[config.mk]
export PLATFORM = sky130hd
export DESIGN_NAME = dd_bcd_conv
export DESIGN_NICKNAME = d
export VERILOG_FILES = /design/src/rtl/dd_bcd_conv.sv
export SDC_FILE = /design/constraint.sdc
export NUM_CORES = 1
export LEC_CHECK = 0
export CORE_AREA = 5 5 243 293
export CTS_BUF_LIST = sky130_fd_sc_hd__clkbuf_16
export CTS_CLUSTER_SIZE = 40
export DETAILED_ROUTE_END_ITERATION = 10
export DIE_AREA = 0 0 248 298
export GPL_TIMING_DRIVEN = 0
export PLACE_DENSITY = 0.56
export RECOVER_POWER = 50
export SLEW_MARGIN = 5
export SYNTH_ARGS = -nofsm -noshare
export SYNTH_HDL_FRONTEND = slang
export SYNTH_SLANG_ARGS = --single-unit
[constraint.sdc]
create_clock -name clk -period 10.1 [get_ports clk]
set_input_delay 2.02 -clock clk [delete_from_list [all_inputs] [get_ports clk]]
set_output_delay 2.02 -clock clk [all_outputs]
set_load 0.02 [all_outputs]
[src/rtl/dd_bcd_conv.sv]
// Iterative binary<->BCD converter (double dabble / reverse double dabble).
// DDBCD_SIGNED_EN enables two's-complement binary and signed BCD.
module dd_bcd_conv #(
  parameter int WID = 64,
  parameter int DEP = 2,
  localparam int BCDWID = ((WID + (WID - 4) / 3) + 3) & ~3
) (
  input  logic              clk,
  input  logic              rst_n,
  input  logic              clr,
  input  logic              mode,
  input  logic              in_valid,
  output logic              in_ready,
  input  logic [WID-1:0]    bin_i,
  input  logic [BCDWID-1:0] bcd_i,
  input  logic              sign_i,
  output logic              out_valid,
  input  logic              out_ready,
  output logic [WID-1:0]    bin_o,
  output logic [BCDWID-1:0] bcd_o,
  output logic              sign_o,
  output logic              ovf_o,
  output logic              err_o
);

  localparam int STEPS = WID / DEP;
  localparam int CW = $clog2(STEPS + 1);
  localparam int NDIG = BCDWID / 4;

  if (WID % DEP != 0 || DEP < 1 || DEP > WID) begin : g_bad_cfg
    $error("dd_bcd_conv: WID must be divisible by DEP, DEP in 1..WID");
  end

  typedef enum logic [1:0] {IDLE, RUN, HOLD} state_e;

  state_e state_q, state_d;
  logic [CW-1:0] cnt_q, cnt_d;
  logic [BCDWID-1:0] wbcd_q, wbcd_d, bcd_c;
  logic [WID-1:0] wbin_q, wbin_d, bin_c;
  logic mode_q, mode_d;
  logic err_q, err_d;
  logic sign_q, sign_d;
  logic [BCDWID-1:0] rbcd_q, rbcd_d;
  logic [WID-1:0] rbin_q, rbin_d;
  logic rsign_q, rsign_d;
  logic rovf_q, rovf_d;
  logic rerr_q, rerr_d;
  logic bad_c;
  logic [WID-1:0] mag_c;
  logic sgn_c;
  logic [WID-1:0] fbin_c;
  logic fovf_c;

  // DEP cascaded steps; digit correction is per nibble, no inter-digit carry
  always_comb begin
    bcd_c = wbcd_q;
    bin_c = wbin_q;
    for (int s = 0; s < DEP; s++) begin
      if (!mode_q) begin
        for (int d = 0; d < NDIG; d++)
          if (bcd_c[4*d+:4] > 4'd4)
            bcd_c[4*d+:4] = bcd_c[4*d+:4] + 4'd3;
        {bcd_c, bin_c} = {bcd_c, bin_c} << 1;
      end else begin
        {bcd_c, bin_c} = {bcd_c, bin_c} >> 1;
        for (int d = 0; d < NDIG; d++)
          if (bcd_c[4*d+:4] > 4'd7)
            bcd_c[4*d+:4] = bcd_c[4*d+:4] - 4'd3;
      end
    end
  end

  always_comb begin
    bad_c = 1'b0;
    for (int d = 0; d < NDIG; d++)
      if (bcd_i[4*d+:4] > 4'd9) bad_c = 1'b1;
  end

`ifdef DDBCD_SIGNED_EN
  always_comb begin
    mag_c = (!mode && bin_i[WID-1]) ? -bin_i : bin_i;
    sgn_c = mode ? sign_i : bin_i[WID-1];
    fbin_c = sign_q ? -bin_c : bin_c;
    fovf_c = (|bcd_c) | (sign_q ? (bin_c[WID-1] & (|bin_c[WID-2:0]))
                                : bin_c[WID-1]);
  end
`else
  logic unused_sign;
  assign unused_sign = sign_i;
  always_comb begin
    mag_c = bin_i;
    sgn_c = 1'b0;
    fbin_c = bin_c;
    fovf_c = |bcd_c;
  end
`endif

  always_comb begin
    state_d = state_q;
    cnt_d = cnt_q;
    wbcd_d = wbcd_q;
    wbin_d = wbin_q;
    mode_d = mode_q;
    err_d = err_q;
    sign_d = sign_q;
    rbcd_d = rbcd_q;
    rbin_d = rbin_q;
    rsign_d = rsign_q;
    rovf_d = rovf_q;
    rerr_d = rerr_q;
    if (clr) begin
      state_d = IDLE;
    end else begin
      unique case (state_q)
        IDLE: begin
          if (in_valid) begin
            state_d = RUN;
            cnt_d = CW'(STEPS);
            mode_d = mode;
            wbin_d = mode ? '0 : mag_c;
            wbcd_d = mode ? bcd_i : '0;
            err_d = mode & bad_c;
            sign_d = sgn_c;
          end
        end
        RUN: begin
          wbcd_d = bcd_c;
          wbin_d = bin_c;
          cnt_d = cnt_q - 1'b1;
          if (cnt_q == CW'(1)) begin
            state_d = HOLD;
            rsign_d = sign_q;
            rerr_d = err_q;
            if (!mode_q) begin
              rbcd_d = bcd_c;
              rbin_d = '0;
              rovf_d = 1'b0;
            end else begin
              rbcd_d = '0;
              rbin_d = fbin_c;
              rovf_d = fovf_c;
            end
          end
        end
        HOLD: begin
          if (out_ready) state_d = IDLE;
        end
        default: state_d = IDLE;
      endcase
    end
  end

  always_ff @(posedge clk or negedge rst_n) begin
    if (!rst_n) begin
      state_q <= IDLE;
      cnt_q <= '0;
      wbcd_q <= '0;
      wbin_q <= '0;
      mode_q <= 1'b0;
      err_q <= 1'b0;
      sign_q <= 1'b0;
      rbcd_q <= '0;
      rbin_q <= '0;
      rsign_q <= 1'b0;
      rovf_q <= 1'b0;
      rerr_q <= 1'b0;
    end else begin
      state_q <= state_d;
      cnt_q <= cnt_d;
      wbcd_q <= wbcd_d;
      wbin_q <= wbin_d;
      mode_q <= mode_d;
      err_q <= err_d;
      sign_q <= sign_d;
      rbcd_q <= rbcd_d;
      rbin_q <= rbin_d;
      rsign_q <= rsign_d;
      rovf_q <= rovf_d;
      rerr_q <= rerr_d;
    end
  end

  assign in_ready = (state_q == IDLE);
  assign out_valid = (state_q == HOLD);
  assign bin_o = rbin_q;
  assign bcd_o = rbcd_q;
  assign sign_o = rsign_q;
  assign ovf_o = rovf_q;
  assign err_o = rerr_q;

endmodule

==> flow_summary.ini, run 1 <==
[clock_network]
clockBufferDepth = 3
cts.hold.buffers_added = 0
cts_root_buf = clkbuf_16
cts_setup_buffers = 0
numCtsBuffers = 40
clock_sink_count = 308
cts-htree-levels = 2
cts.clk_slew.worst_paths_ns = 0.06
insertion_delay_ns = 0.58
cts.repair.resized = 0
cts_tree = built

[hold_path]
min_from = bcd_o[53]
min_to = bcd_o[53]
min_path_type = reg2reg
hold_path_depth = 2

[yosys]
synthCells = 2984
synth_seq_area_share = 0.327
syn_area_per_cell_sq_um = 7.89
synth_top_flop_cell = dfrtp_1
synth.distinct_cells = 94
synth_edf_count = 0
synth_nets = 3284
synth_warnings = 0
synth_async_sr_flop_share = 1.00
syn-cell-area_sq_um = 23600
ys_seq_elements = 308

[sta]
finalWorstPathRequiredPeriod_ns = 7.99
rsz0062_at_grt = no
hold_viol_final = 0
relSlewSlack = -2.18
slew_violations = 77
finClkSkew_ns = 0.0178
setup_ws_ns = 2.11
worst_slew_pin_slew_ns = 4.76
setup_viol = 0
min_period_over_period = 0.791
max_clock_freq_ghz = 0.125

[pwr]
total_power_mw = 9.21
clockPowerShare = 0.149
leakagePower_nw = 12.6
p_sw_frac = 0.525
sequentialPowerShare = 0.191
share_comb_of_total_power = 0.660
vdd_ir_drop_max_uv = 133
powerDensity_nw_per_um2 = 317
p_switching_mw = 4.84
p_int_mw = 4.37

[route]
avgRoutedWirePerCell_microns = 27.6
drt-total-wl_microns = 118000
viasPerCell = 5.90
dr.pass1.iters = 9
via_count = 25255
drc_errors = 0
ant_nets = 0
drt-initial-drc-count = 2589

[global_route]
grt_pass1_wl_microns = 168000
grt_max_degree = 109
grt_overflow = 0
grt_pass1_vias = 24196
antenna_found_initial = 12
grtUsageTotal = 0.306

[setup_path]
path_class = reg2reg
reg2reg_slack_ns = 2.11
start_kind = register
path_max_fanout = 10
r2r_cells = 20
r2r_start = mode_q
end_kind = register
timing.rr.end = ovf_o
cp.arrival_ns = 8.42
critPathRequiredTime_ns = 10.53

[run_status]
outcome = finished, violations left
violations = capacitance limit, slew limit

[flow_run]
cap_violations = 2

[placement]
hpwl_microns = 89300
dp_slack_ns = 2.55
gp_congestion = 1.03
port_buffers = 305

[floorplanning]
initial_core_util = 0.347
die_w_microns = 248
rows = 105
core_sq_um = 67900
ios = 308
die_h_microns = 298
dieArea_sq_um = 73900

[final_layout]
final_nets = 3635
mostFrequentLayoutCell = nand2_1
area_growth_pct = 23.2
final_util = 0.427
final_cell_mix = nand2_1, dfrtp_1, o21ai_0, clkdlybuf4s50_1, a21oi_1
drive_gt1_frac = 0.0603
==> worst max-delay path: stages (launching register included) <==
cell and delay, ns:
dfrtp_1 0.65, buf_6 0.24, buf_4 0.29, buf_6 0.25, buf_4 0.31, buf_2 0.38
buf_2 0.51, buf_2 0.47, buf_2 0.43, buf_2 0.59, a21oi_1 0.26, ha_1 0.36
inv_1 0.16, or3_1 0.12, a21oi_1 0.06, a211oi_1 1.17, nor4b_1 0.34, o21ai_1 0.11
or4b_1 0.61, nor4_1 0.34, a41oi_1 0.16
==> sequential cells by signal, summed over array words and instances (netlist names) <==
name     flops
err_o        1
wbcd_q      84
bin_o       64
state_q      2
cnt_q        6
err_q        1
bcd_o       84
wbin_q      64
mode_q       1
ovf_o        1
==> final cells by class <==
class	count	area, sq um
inverters	113	424
plain buffers	229	1010
clock inverters	32	200
well taps	909	1140
clock buffers	40	1000
diodes	6	15.0
repair buffers	309	3110
multi-input cells	2334	14400
flip-flops and latches	308	7710
fillers	7130	38900
==> power by group through the flow <==
stage / Clock (mW) / Combinational, mW / Sequential [mW]
detailed placement: 0 / 5.89 / 1.77
CTS: 1.39 / 5.92 / 1.75
global placement: 0 / 5.89 / 1.77
finish: 1.37 / 6.08 / 1.76
global route: 1.44 / 6.44 / 1.79
floorplan: 0 / 3.75 / 1.81
==> worst max path at each step <==
stage	start	end	slack, ns	cells past startpoint
3_5_place_dp	mode_q	ovf_o	2.55	20
4_1_cts	mode_q	ovf_o	2.51	20
2_1_floorplan	mode_q	ovf_o	5.74	21
6_report	mode_q	ovf_o	2.11	20
3_3_place_gp	rst_n	bin_o[19]	-7.76	1
5_1_grt	rst_n	bcd_o[63]	1.83	2
==> cell usage after synthesis (47+ instances only) <==
library cell	count	area, sq um
a21oi_1	221	1110
clkbuf_1	144	541
mux2_2	48	541
nand2b_1	48	300
a31oi_1	132	826
dfrtp_1	308	7710
nand2_1	487	1830
nand3_1	47	235
inv_1	111	417
xnor2_1	93	815
nor2_1	219	822
ha_1	145	1810
o21ai_0	303	1520
==> through the flow <==
stage	TNS [ns]	hold WS, ns	cell area (sq um)	instances
floorplan	0	0.446	23600	2984
global placement	-2370.91	0.459	27700	4198
detailed placement	0	0.468	27800	4202
CTS	0	0.482	29000	4274
global route	0	0.504	29000	4274
finish	0	0.467	29000	4280
==> routing by layer <==
metal	part of all wire	vias up	global-route usage	routed length, microns
met2	0.45	1395	0.488	53100
li1	-	11285	-	-
met5	0.0011	-	0	128
met3	0.11	377	0.0854	12600
met1	0.38	12182	0.375	44600
met4	0.066	16	0.164	7830
==> kinds of logic after synthesis <==
group / synth area share
multiplexers: 0.0408
buffers and inverters: 0.0607
AND/OR/NAND/NOR: 0.200
other: 0.000159
AO/OA/AOI/OAI: 0.250
flip-flops: 0.327
XOR/XNOR: 0.0439
adder cells (fa/ha/maj): 0.0770
No activity file was read; power rests on OpenSTA's default activity.
==> run 2, diff against run 1 <==
Clock period 10.1 ns to 7.8 ns, I/O delays scaled along.
==> run 2 against run 1 <==
- final area about the same
- register-to-register slack got worse by 2.3 ns
- hold slack improved by 0.00070 ns
- wire length hardly changed
- clock-buffer cell count unchanged
- via count barely moved
- the flow finishes with violations (capacitance limit, slew limit, setup timing)
- sequential power increased by 30%
- non-clock buffer count did not move
- cell count about the same
- utilization about the same
- clock skew decreased by 0.0018 ns
- sequential share of layout area about the same
==> flow_summary.ini, run 2 (synthesis results as in run 1) <==
[setup_path]
crit_path_cell_trace = buf_6, buf_4, buf_6, buf_4, buf_2, buf_2, buf_2, buf_2, buf_2, a21oi_1, ha_1, inv_1, or3_1, a21oi_1, a211oi_1, nor4b_1, o21ai_1, or4b_1, nor4_1, a41oi_1
critPathRequiredTime_ns = 8.23
end_kind = register
r2r_cells = 20
r2r_start = mode_q
crit_path_max_incr_delay_ns = 1.18
timing.rr.end = ovf_o
path_class = reg2reg
cp.buffers_inverters = 10
crit_top_cell = buf_2
cp.arrival_ns = 8.39
start_kind = register
path_max_fanout = 10
cp_top_family = buffers and inverters
worst_path_max_delay_cell = a211oi_1
reg2reg_slack_ns = -0.17

[pwr]
leakagePower_nw = 12.5
vdd_ir_drop_max_uv = 172
total_power_mw = 11.9
powerDensity_nw_per_um2 = 411

[clock_network]
clockBufferDepth = 3
clock_sink_count = 308
cts_root_buf = clkbuf_16
cts.hold.buffers_added = 0
insertion_delay_ns = 0.58
cts-htree-levels = 2
cts_tree = built
cts.repair.resized = 0
cts_setup_buffers = 0
cts.clk_slew.worst_paths_ns = 0.07
numCtsBuffers = 40

[sta]
hold_viol_final = 0
relSlewSlack = -1.74
rsz0062_at_grt = no
finalSetupTns_ns = -0.167
slew_violations = 186
max_clock_freq_ghz = 0.126
setup_viol = 1
finalWorstPathRequiredPeriod_ns = 7.97
setup_ws_ns = -0.167
finClkSkew_ns = 0.0159
worst_slew_pin_slew_ns = 4.11
finalHoldWorstSlack_ns = 0.468
min_period_over_period = 1.02

[hold_path]
min_from = bcd_o[53]
hold_path_depth = 2
min_to = bcd_o[53]
min_path_type = reg2reg

[final_layout]
final_cell_mix = nand2_1, dfrtp_1, o21ai_0, clkdlybuf4s50_1, a21oi_1
layoutNonFillerInstCount = 4278
final_nets = 3635
fin_area_sq_um = 29000
area_growth_pct = 23.2
drive_gt1_frac = 0.0603
fillCellCount = 7133
mostFrequentLayoutCell = nand2_1

[floorplanning]
dieArea_sq_um = 73900
core_sq_um = 67900
initial_core_util = 0.347
ios = 308
die_w_microns = 248
rows = 105
die_h_microns = 298

[placement]
place_area_sq_um = 27800
gp_congestion = 1.03
hpwl_microns = 89300
port_buffers = 305
place_inst = 4202

[global_route]
grtUsageTotal = 0.306
grt_pass1_wl_microns = 168000
grt_pass1_vias = 24196
grt_max_degree = 109
antenna_found_initial = 12
grt_overflow = 0

[route]
viasPerCell = 5.91
avgRoutedWirePerCell_microns = 27.7
drt-total-wl_microns = 118000
ant_nets = 0
via_count = 25278
drt-initial-drc-count = 2790
drc_errors = 0
dr.pass1.iters = 5

[run_status]
violations = capacitance limit, slew limit, setup timing
outcome = finished, violations left

[flow_run]
cap_violations = 3
## run 2: cell types whose count changed in the layout (fill, tap and decap cells not counted)
| cell | delta |
|---|---|
| dlygate4sd3_1 | -1 |
| clkbuf_2 | +1 |
| clkbuf_1 | -1 |
| buf_16 | -1 |
| diode_2 | -2 |
| clkdlybuf4s50_1 | +1 |
| clkdlybuf4s25_1 | +1 |
## run 2: worst register-to-register path, stage by stage, from the launching register on
cell and delay [ns]:
dfrtp_1 0.62, buf_6 0.23, buf_4 0.29, buf_6 0.25, buf_4 0.32, buf_2 0.40, buf_2 0.50, buf_2 0.47
buf_2 0.42, buf_2 0.57, a21oi_1 0.25, ha_1 0.36, inv_1 0.16, or3_1 0.12, a21oi_1 0.06, a211oi_1 1.18
nor4b_1 0.35, o21ai_1 0.11, or4b_1 0.61, nor4_1 0.38, a41oi_1 0.17
## run 2: area by class of cell
cell class / instances / area, sq um / share of cell area
antenna: 4 / 10.0 / 0.000345
buffer: 229 / 1010 / 0.0347
clock buffer: 40 / 1000 / 0.0345
clock inverter: 32 / 200 / 0.00690
inverter: 113 / 424 / 0.0146
multi-input combinational: 2334 / 14400 / 0.497
sequential: 308 / 7710 / 0.266
tap: 909 / 1140 / 0.0392
timing repair buffer: 309 / 3100 / 0.107
## run 2: per-layer routing
| layer | wire length (microns) | track usage | part of all wire |
|---|---|---|---|
| met5 | 139 | 0 | 0.0012 |
| met3 | 12900 | 0.0854 | 0.11 |
| met2 | 53200 | 0.488 | 0.45 |
| met1 | 44300 | 0.375 | 0.37 |
| met4 | 7880 | 0.164 | 0.067 |
## run 2: how the worst max path moves through the flow
stage | start | endpoint | slack (ns) | cells past startpoint
2_1_floorplan | mode_q | ovf_o | 3.44 | 21
3_3_place_gp | rst_n | bin_o[19] | -9.60 | 1
3_5_place_dp | mode_q | ovf_o | 0.25 | 20
4_1_cts | mode_q | ovf_o | 0.21 | 20
5_1_grt | mode_q | ovf_o | 0.005 | 20
6_report | mode_q | ovf_o | -0.17 | 20
## run 2: where the power goes
group	total, mW	internal (mW)	switching (mW)
registers	2.28	1.94	0.331
clock network	1.78	0.973	0.809
logic	7.86	2.74	5.12
## run 2: stage by stage
step / worst slack (ns) / util
global route: 0.00527 / 0.427
floorplan: 3.44 / -
finish: -0.167 / 0.427
CTS: 0.215 / 0.428
detailed placement: 0.250 / 0.410
global placement: -9.60 / 0.408
